$ cat src/rtl/mem_port_arbiter.sv
// mem_port_arbiter: shares one single-port memory between an instruction
// fetch requester (read-only) and an operand requester (read/write).
// Each access runs IDLE -> BUSY (MEM_LAT cycles) -> RESP (valid pulse).
// Optional build macro MEM_PORT_ARBITER_RR_EN swaps the fixed operand
// priority plus starvation counter for round-robin conflict resolution.
module mem_port_arbiter #(
  parameter int DATA_WIDTH   = 8,
  parameter int ADDR_WIDTH   = 8,
  parameter int MEM_LAT      = 2,
  parameter int STARVE_LIMIT = 3
) (
  input  logic                  clk,
  input  logic                  rst_n,
  input  logic                  i_f_req,
  input  logic [ADDR_WIDTH-1:0] i_f_addr,
  input  logic                  i_o_req,
  input  logic                  i_o_we,
  input  logic [ADDR_WIDTH-1:0] i_o_addr,
  input  logic [DATA_WIDTH-1:0] i_o_wdata,
  output logic                  o_f_gnt,
  output logic                  o_f_valid,
  output logic                  o_o_gnt,
  output logic                  o_o_valid,
  output logic [DATA_WIDTH-1:0] o_rdata,
  output logic [ADDR_WIDTH-1:0] o_mem_addr,
  output logic                  o_mem_ren,
  output logic                  o_mem_wen,
  output logic [DATA_WIDTH-1:0] o_mem_wdata,
  input  logic [DATA_WIDTH-1:0] i_mem_rdata,
  output logic                  o_busy
);

  typedef enum logic [1:0] {S_IDLE, S_BUSY, S_RESP} state_t;
  typedef enum logic [1:0] {OWN_NONE, OWN_F, OWN_O} owner_t;

  state_t                state, state_nx;
  owner_t                owner;
  logic [ADDR_WIDTH-1:0] addr_q;
  logic                  we_q;
  logic [DATA_WIDTH-1:0] wdata_q;
  logic [DATA_WIDTH-1:0] rdata_q;
  logic [2:0]            cnt;
  logic                  first_q;
  logic                  any_req;
  logic                  pick_f;

  assign any_req = i_f_req | i_o_req;

`ifdef MEM_PORT_ARBITER_RR_EN
  logic last_f;

  // On a conflict the requester that did not win last time gets the port
  assign pick_f = i_f_req & (~i_o_req | ~last_f);

  // Remember the most recent winner; resets to fetch so operand wins first
  always_ff @(posedge clk) begin
    if (!rst_n) begin
      last_f <= 1'b1;
    end else if (state == S_IDLE && any_req) begin
      last_f <= pick_f;
    end
  end
`else
  logic [3:0] starve_cnt;

  // Operand has priority until fetch has lost STARVE_LIMIT times in a row
  assign pick_f = i_f_req & (~i_o_req | (starve_cnt == 4'(STARVE_LIMIT)));

  // Count operand wins that made a waiting fetch lose; saturate at the limit
  always_ff @(posedge clk) begin
    if (!rst_n) begin
      starve_cnt <= '0;
    end else if (state == S_IDLE && any_req) begin
      if (pick_f) begin
        starve_cnt <= '0;
      end else if (i_f_req && starve_cnt != 4'(STARVE_LIMIT)) begin
        starve_cnt <= starve_cnt + 4'd1;
      end
    end
  end
`endif

  // State register
  always_ff @(posedge clk) begin
    if (!rst_n) begin
      state <= S_IDLE;
    end else begin
      state <= state_nx;
    end
  end

  // Next-state logic
  always_comb begin
    state_nx = state;
    case (state)
      S_IDLE:  if (any_req) state_nx = S_BUSY;
      S_BUSY:  if (cnt == '0) state_nx = S_RESP;
      S_RESP:  state_nx = S_IDLE;
      default: state_nx = S_IDLE;
    endcase
  end

  // Latch the winning request, count the memory cycle, capture read data
  always_ff @(posedge clk) begin
    if (!rst_n) begin
      owner   <= OWN_NONE;
      addr_q  <= '0;
      we_q    <= 1'b0;
      wdata_q <= '0;
      rdata_q <= '0;
      cnt     <= '0;
      first_q <= 1'b0;
    end else begin
      case (state)
        S_IDLE: begin
          if (any_req) begin
            owner   <= pick_f ? OWN_F : OWN_O;
            addr_q  <= pick_f ? i_f_addr : i_o_addr;
            we_q    <= ~pick_f & i_o_we;
            wdata_q <= pick_f ? '0 : i_o_wdata;
            cnt     <= 3'(MEM_LAT - 1);
            first_q <= 1'b1;
          end
        end
        S_BUSY: begin
          first_q <= 1'b0;
          if (cnt != '0) begin
            cnt <= cnt - 3'd1;
          end else if (!we_q) begin
            rdata_q <= i_mem_rdata;
          end
        end
        S_RESP: begin
          owner <= OWN_NONE;
        end
        default: begin
          owner <= OWN_NONE;
        end
      endcase
    end
  end

  // Handshake pulses and memory-side drive, all decoded from state
  always_comb begin
    o_f_gnt     = 1'b0;
    o_o_gnt     = 1'b0;
    o_f_valid   = 1'b0;
    o_o_valid   = 1'b0;
    o_mem_ren   = 1'b0;
    o_mem_wen   = 1'b0;
    o_mem_addr  = '0;
    o_mem_wdata = '0;
    o_rdata     = rdata_q;
    o_busy      = (state != S_IDLE);
    case (state)
      S_BUSY: begin
        o_f_gnt     = first_q & (owner == OWN_F);
        o_o_gnt     = first_q & (owner == OWN_O);
        o_mem_addr  = addr_q;
        o_mem_wdata = wdata_q;
        o_mem_ren   = ~we_q;
        o_mem_wen   = we_q & first_q;
      end
      S_RESP: begin
        o_f_valid = (owner == OWN_F);
        o_o_valid = (owner == OWN_O);
      end
      default: begin
        o_f_gnt = 1'b0;
      end
    endcase
  end

endmodule

$ cat config.mk
export PLATFORM = sky130hd
export DESIGN_NAME = mem_port_arbiter
export DESIGN_NICKNAME = d
export VERILOG_FILES = /design/src/rtl/mem_port_arbiter.sv
export SDC_FILE = /design/constraint.sdc
export NUM_CORES = 1
export LEC_CHECK = 0
export ABC_AREA = 1
export CORE_UTILIZATION = 24
export DETAILED_ROUTE_END_ITERATION = 12
export GPL_TIMING_DRIVEN = 0
export HOLD_SLACK_MARGIN = 0.06
export PLACE_DENSITY = 0.56
export RECOVER_POWER = 25
export SYNTH_ARGS = -nofsm -noshare
export SYNTH_HDL_FRONTEND = slang
export SYNTH_SLANG_ARGS = --single-unit
$ cat constraint.sdc
create_clock -name clk -period 1.6 [get_ports clk]
set_input_delay 0.4 -clock clk [delete_from_list [all_inputs] [get_ports clk]]
set_output_delay 0.4 -clock clk [all_outputs]
set_load 0.02 [all_outputs]
==> results of run 1 <==
==> synthesized netlist by cell type <==
cell and instances:
nor2_4 2, nor2_1 40, ha_1 3, nand2_2 4, inv_1 34, inv_2 4, clkbuf_1 4, a21oi_1 9
o21ai_2 1, xor2_1 1, buf_6 3, nand3_1 20, o22ai_1 10, nor3_1 2, nor4_1 4, nand2_1 41
nand3_4 1, buf_2 1, dfxtp_1 37, clkinv_4 1, a21oi_2 6, nor2_2 2, o21ai_0 9, xnor2_1 1
nand3b_1 1
==> worst reg2reg max path, cell delays in order (launching register included) <==
cell and delay, ns:
dfxtp_4 0.35, buf_4 0.13, buf_6 0.12, buf_4 0.12, nor2_2 0.18, nand2_2 0.12, inv_2 0.09, buf_6 0.14
nand2_1 0.07, xor2_1 0.16, nor2_2 0.04
==> layer usage <==
metal | track usage | vias up | share of wire
met5 | 0 | - | 0
met3 | 0.0436 | 6 | 0.078
met2 | 0.200 | 63 | 0.41
met1 | 0.178 | 755 | 0.50
met4 | 0.0402 | 0 | 0.012
li1 | - | 926 | -
==> worst min-delay path by stage <==
| stage | start | end | slack, ns | cells past startpoint |
|---|---|---|---|---|
| global route | first_q | first_q | 0.49 | 2 |
| floorplan | first_q | first_q | 0.44 | 2 |
| finish | first_q | first_q | 0.47 | 2 |
| CTS | first_q | first_q | 0.47 | 2 |
| global placement | first_q | first_q | 0.45 | 2 |
| detailed placement | first_q | first_q | 0.45 | 2 |
==> flip-flops by register name (all words and copies together) (netlist names) <==
| name | flops |
|---|---|
| cnt | 3 |
| wdata_q | 8 |
| starve_cnt | 4 |
| owner | 2 |
| we_q | 1 |
| addr_q | 8 |
| o_rdata | 8 |
| first_q | 1 |
| state | 2 |
==> report_power, final <==
| group | switching (mW) | internal (mW) |
|---|---|---|
| Sequential | 0.0542 | 1.02 |
| Combinational | 0.490 | 0.367 |
| Clock | 0.323 | 0.302 |
| Total | 0.867 | 1.69 |
==> logic make-up after synthesis <==
group / after synthesis
compound gates: 35
buf+inv: 47
fa+ha+maj: 3
simple gates: 117
xor+xnor: 2
flops: 37
==> area by class of cell <==
class                   instances  area share
flip-flops and latches         37       0.271
inverters                      39      0.0563
repair inverters                1     0.00270
clock inverters                 2     0.00361
plain buffers                   8      0.0306
well taps                      96      0.0433
multi-input cells             157       0.326
clock buffers                   6      0.0261
repair buffers                 73       0.240
==> metrics by stage <==
step | cells | total power [mW] | utilization | setup WS, ns
3_3_place_gp | 404 | 1.85 | 0.366 | -0.592
3_5_place_dp | 404 | 1.85 | 0.366 | -0.666
6_report | 419 | 2.56 | 0.402 | -0.123
4_1_cts | 416 | 2.56 | 0.392 | -0.170
2_1_floorplan | 241 | 1.55 | - | -0.202
5_1_grt | 419 | 2.73 | 0.402 | -0.209
==> what timing repair did <==
action,in CTS,in global routing
setup buffers,3,2
endpoints found under the setup margin,31,35
pin swaps,3,2
gates cloned,1,1
hold buffers,0,0
resized for setup,154,15
==> flow_summary.json, run 1 <==
{
  "synth_warnings": 0,
  "synth_area_leaders": "dfxtp_1 43%, nand2_1 8.8%, nor2_1 8.6%, inv_1 7.3%, nand3_1 5.8%",
  "rows": 30,
  "critical_path.cell_chain": "inv_2 > nor2_4 > inv_4 > clkbuf_16 > nor4_4 > buf_4",
  "die-area_um2": 7590,
  "grt_pass1_vias": 1596,
  "cp_top_family": "buffers and inverters",
  "cp-startpoint": "state[0]",
  "n_fill_cell": 755,
  "setup_violations": 21,
  "dr.pass1.iters": 4,
  "hpwlAfterDp_um": 3270,
  "cpPeakStageDelay_ns": 0.35,
  "critPathCapture": "o_o_gnt",
  "multi_input_area_um2": 905,
  "setup_ws_ns": -0.123,
  "synth-simple-area-share": 0.301,
  "vias": 1750,
  "syn_avg_cell_area_um2": 7.22,
  "final_cell_mix": "41 x nand2_1, 35 x clkdlybuf4s50_1, 33 x inv_1, 33 x nor2_1, 33 x dfxtp_1",
  "yosysTopAreaCellShare": 0.426,
  "synth_top_family_by_area": "simple AND/OR/NAND/NOR gates",
  "crit_required_ns": 1.20,
  "finalNetCount": 362,
  "htree_levels": 2,
  "tns_ns": -1.63,
  "leakage_nw": 1.15,
  "yosys.area.top_type": "dfxtp_1",
  "grt_overflow": 0,
  "num_antenna_cells": 0,
  "drt_iter0_drc": 66,
  "grt_pass1_wl_um": 7620,
  "crit_buf_inv": 4,
  "post-route-period-util": 1.08,
  "crit_slowest_cell": "dfxtp_4",
  "syn-instance-count": 241,
  "hold_viol_final": 0,
  "path_max_fanout": 6,
  "r2r_end": "starve_cnt[2]",
  "cap_violations": 0,
  "synthMuxAreaShare": 0,
  "final_common_cell": "nand2_1",
  "ys_seq_area_frac": 0.426,
  "final_antenna_net_count": 0,
  "io_buffers": 67,
  "timing.rr.start": "state[0]",
  "die_h_um": 87.1,
  "clockRootBuffer": "clkbuf_8",
  "antenna_found_initial": 0,
  "ios": 68,
  "crit_arrival_ns": 1.32,
  "cp-start-kind": "register",
  "drive_above_1_share": 0.251,
  "end_kind": "output pin",
  "grt_max_degree": 12,
  "clkSinkCount": 37,
  "r2r_setup_slack_ns": -0.02,
  "drc": 0,
  "fin_crit_ns": 1.72,
  "seqCellArea_um2": 753,
  "power.density_nw_per_um2": 922,
  "design_area_um2": 2780,
  "area_growth_pct": 59.6,
  "vdd_drop_max_mv": 0.350,
  "failed_checks": "negative setup slack",
  "reg2regPathDepth": 10,
  "fin_skew_ns": 0.00391,
  "die_w_um": 87.1,
  "worst-path-stages": 6,
  "drv_slew": 0,
  "cts_tree": "yes",
  "clock_tree.buffer_depth": 2,
  "core_um2": 6910,
  "ys_types": 25,
  "place.gp.congestion": 0.717,
  "ys_ff_latch": 37,
  "worstMarginPinSlew_ns": 0.469,
  "cts_buffers": 5,
  "clock_latency_ns": 0.29,
  "syn-cell-area_um2": 1740,
  "via_per_inst": 4.18,
  "groute.usage.overall": 0.132,
  "synthXorXnorAreaFrac": 0.0101,
  "path_class": "register to output pin",
  "synth.net_count": 281,
  "slew_headroom": 0.687,
  "fin_hold_ws_ns": 0.465,
  "synth_compound_area_frac": 0.123,
  "detail_route.wl_per_cell_um": 11.4,
  "fmax_ghz": 0.580,
  "wirelength_um": 4760,
  "place_area_um2": 2530,
  "initial_core_util": 0.252,
  "rsz0062_at_grt": "true",
  "hold_class": "register to register",
  "status": "complete, but fails checks",
  "synthAdderAreaFrac": 0.0216,
  "path_clk_slew_ns": 0.07
}
Note: power is estimated with default switching activity, not from simulation.
==> run 2, diff against run 1 <==
Settings changed: CAP_MARGIN set to 20.
==> results of run 2 <==
The final DEF is identical to that of run 1; final timing and power are the same.
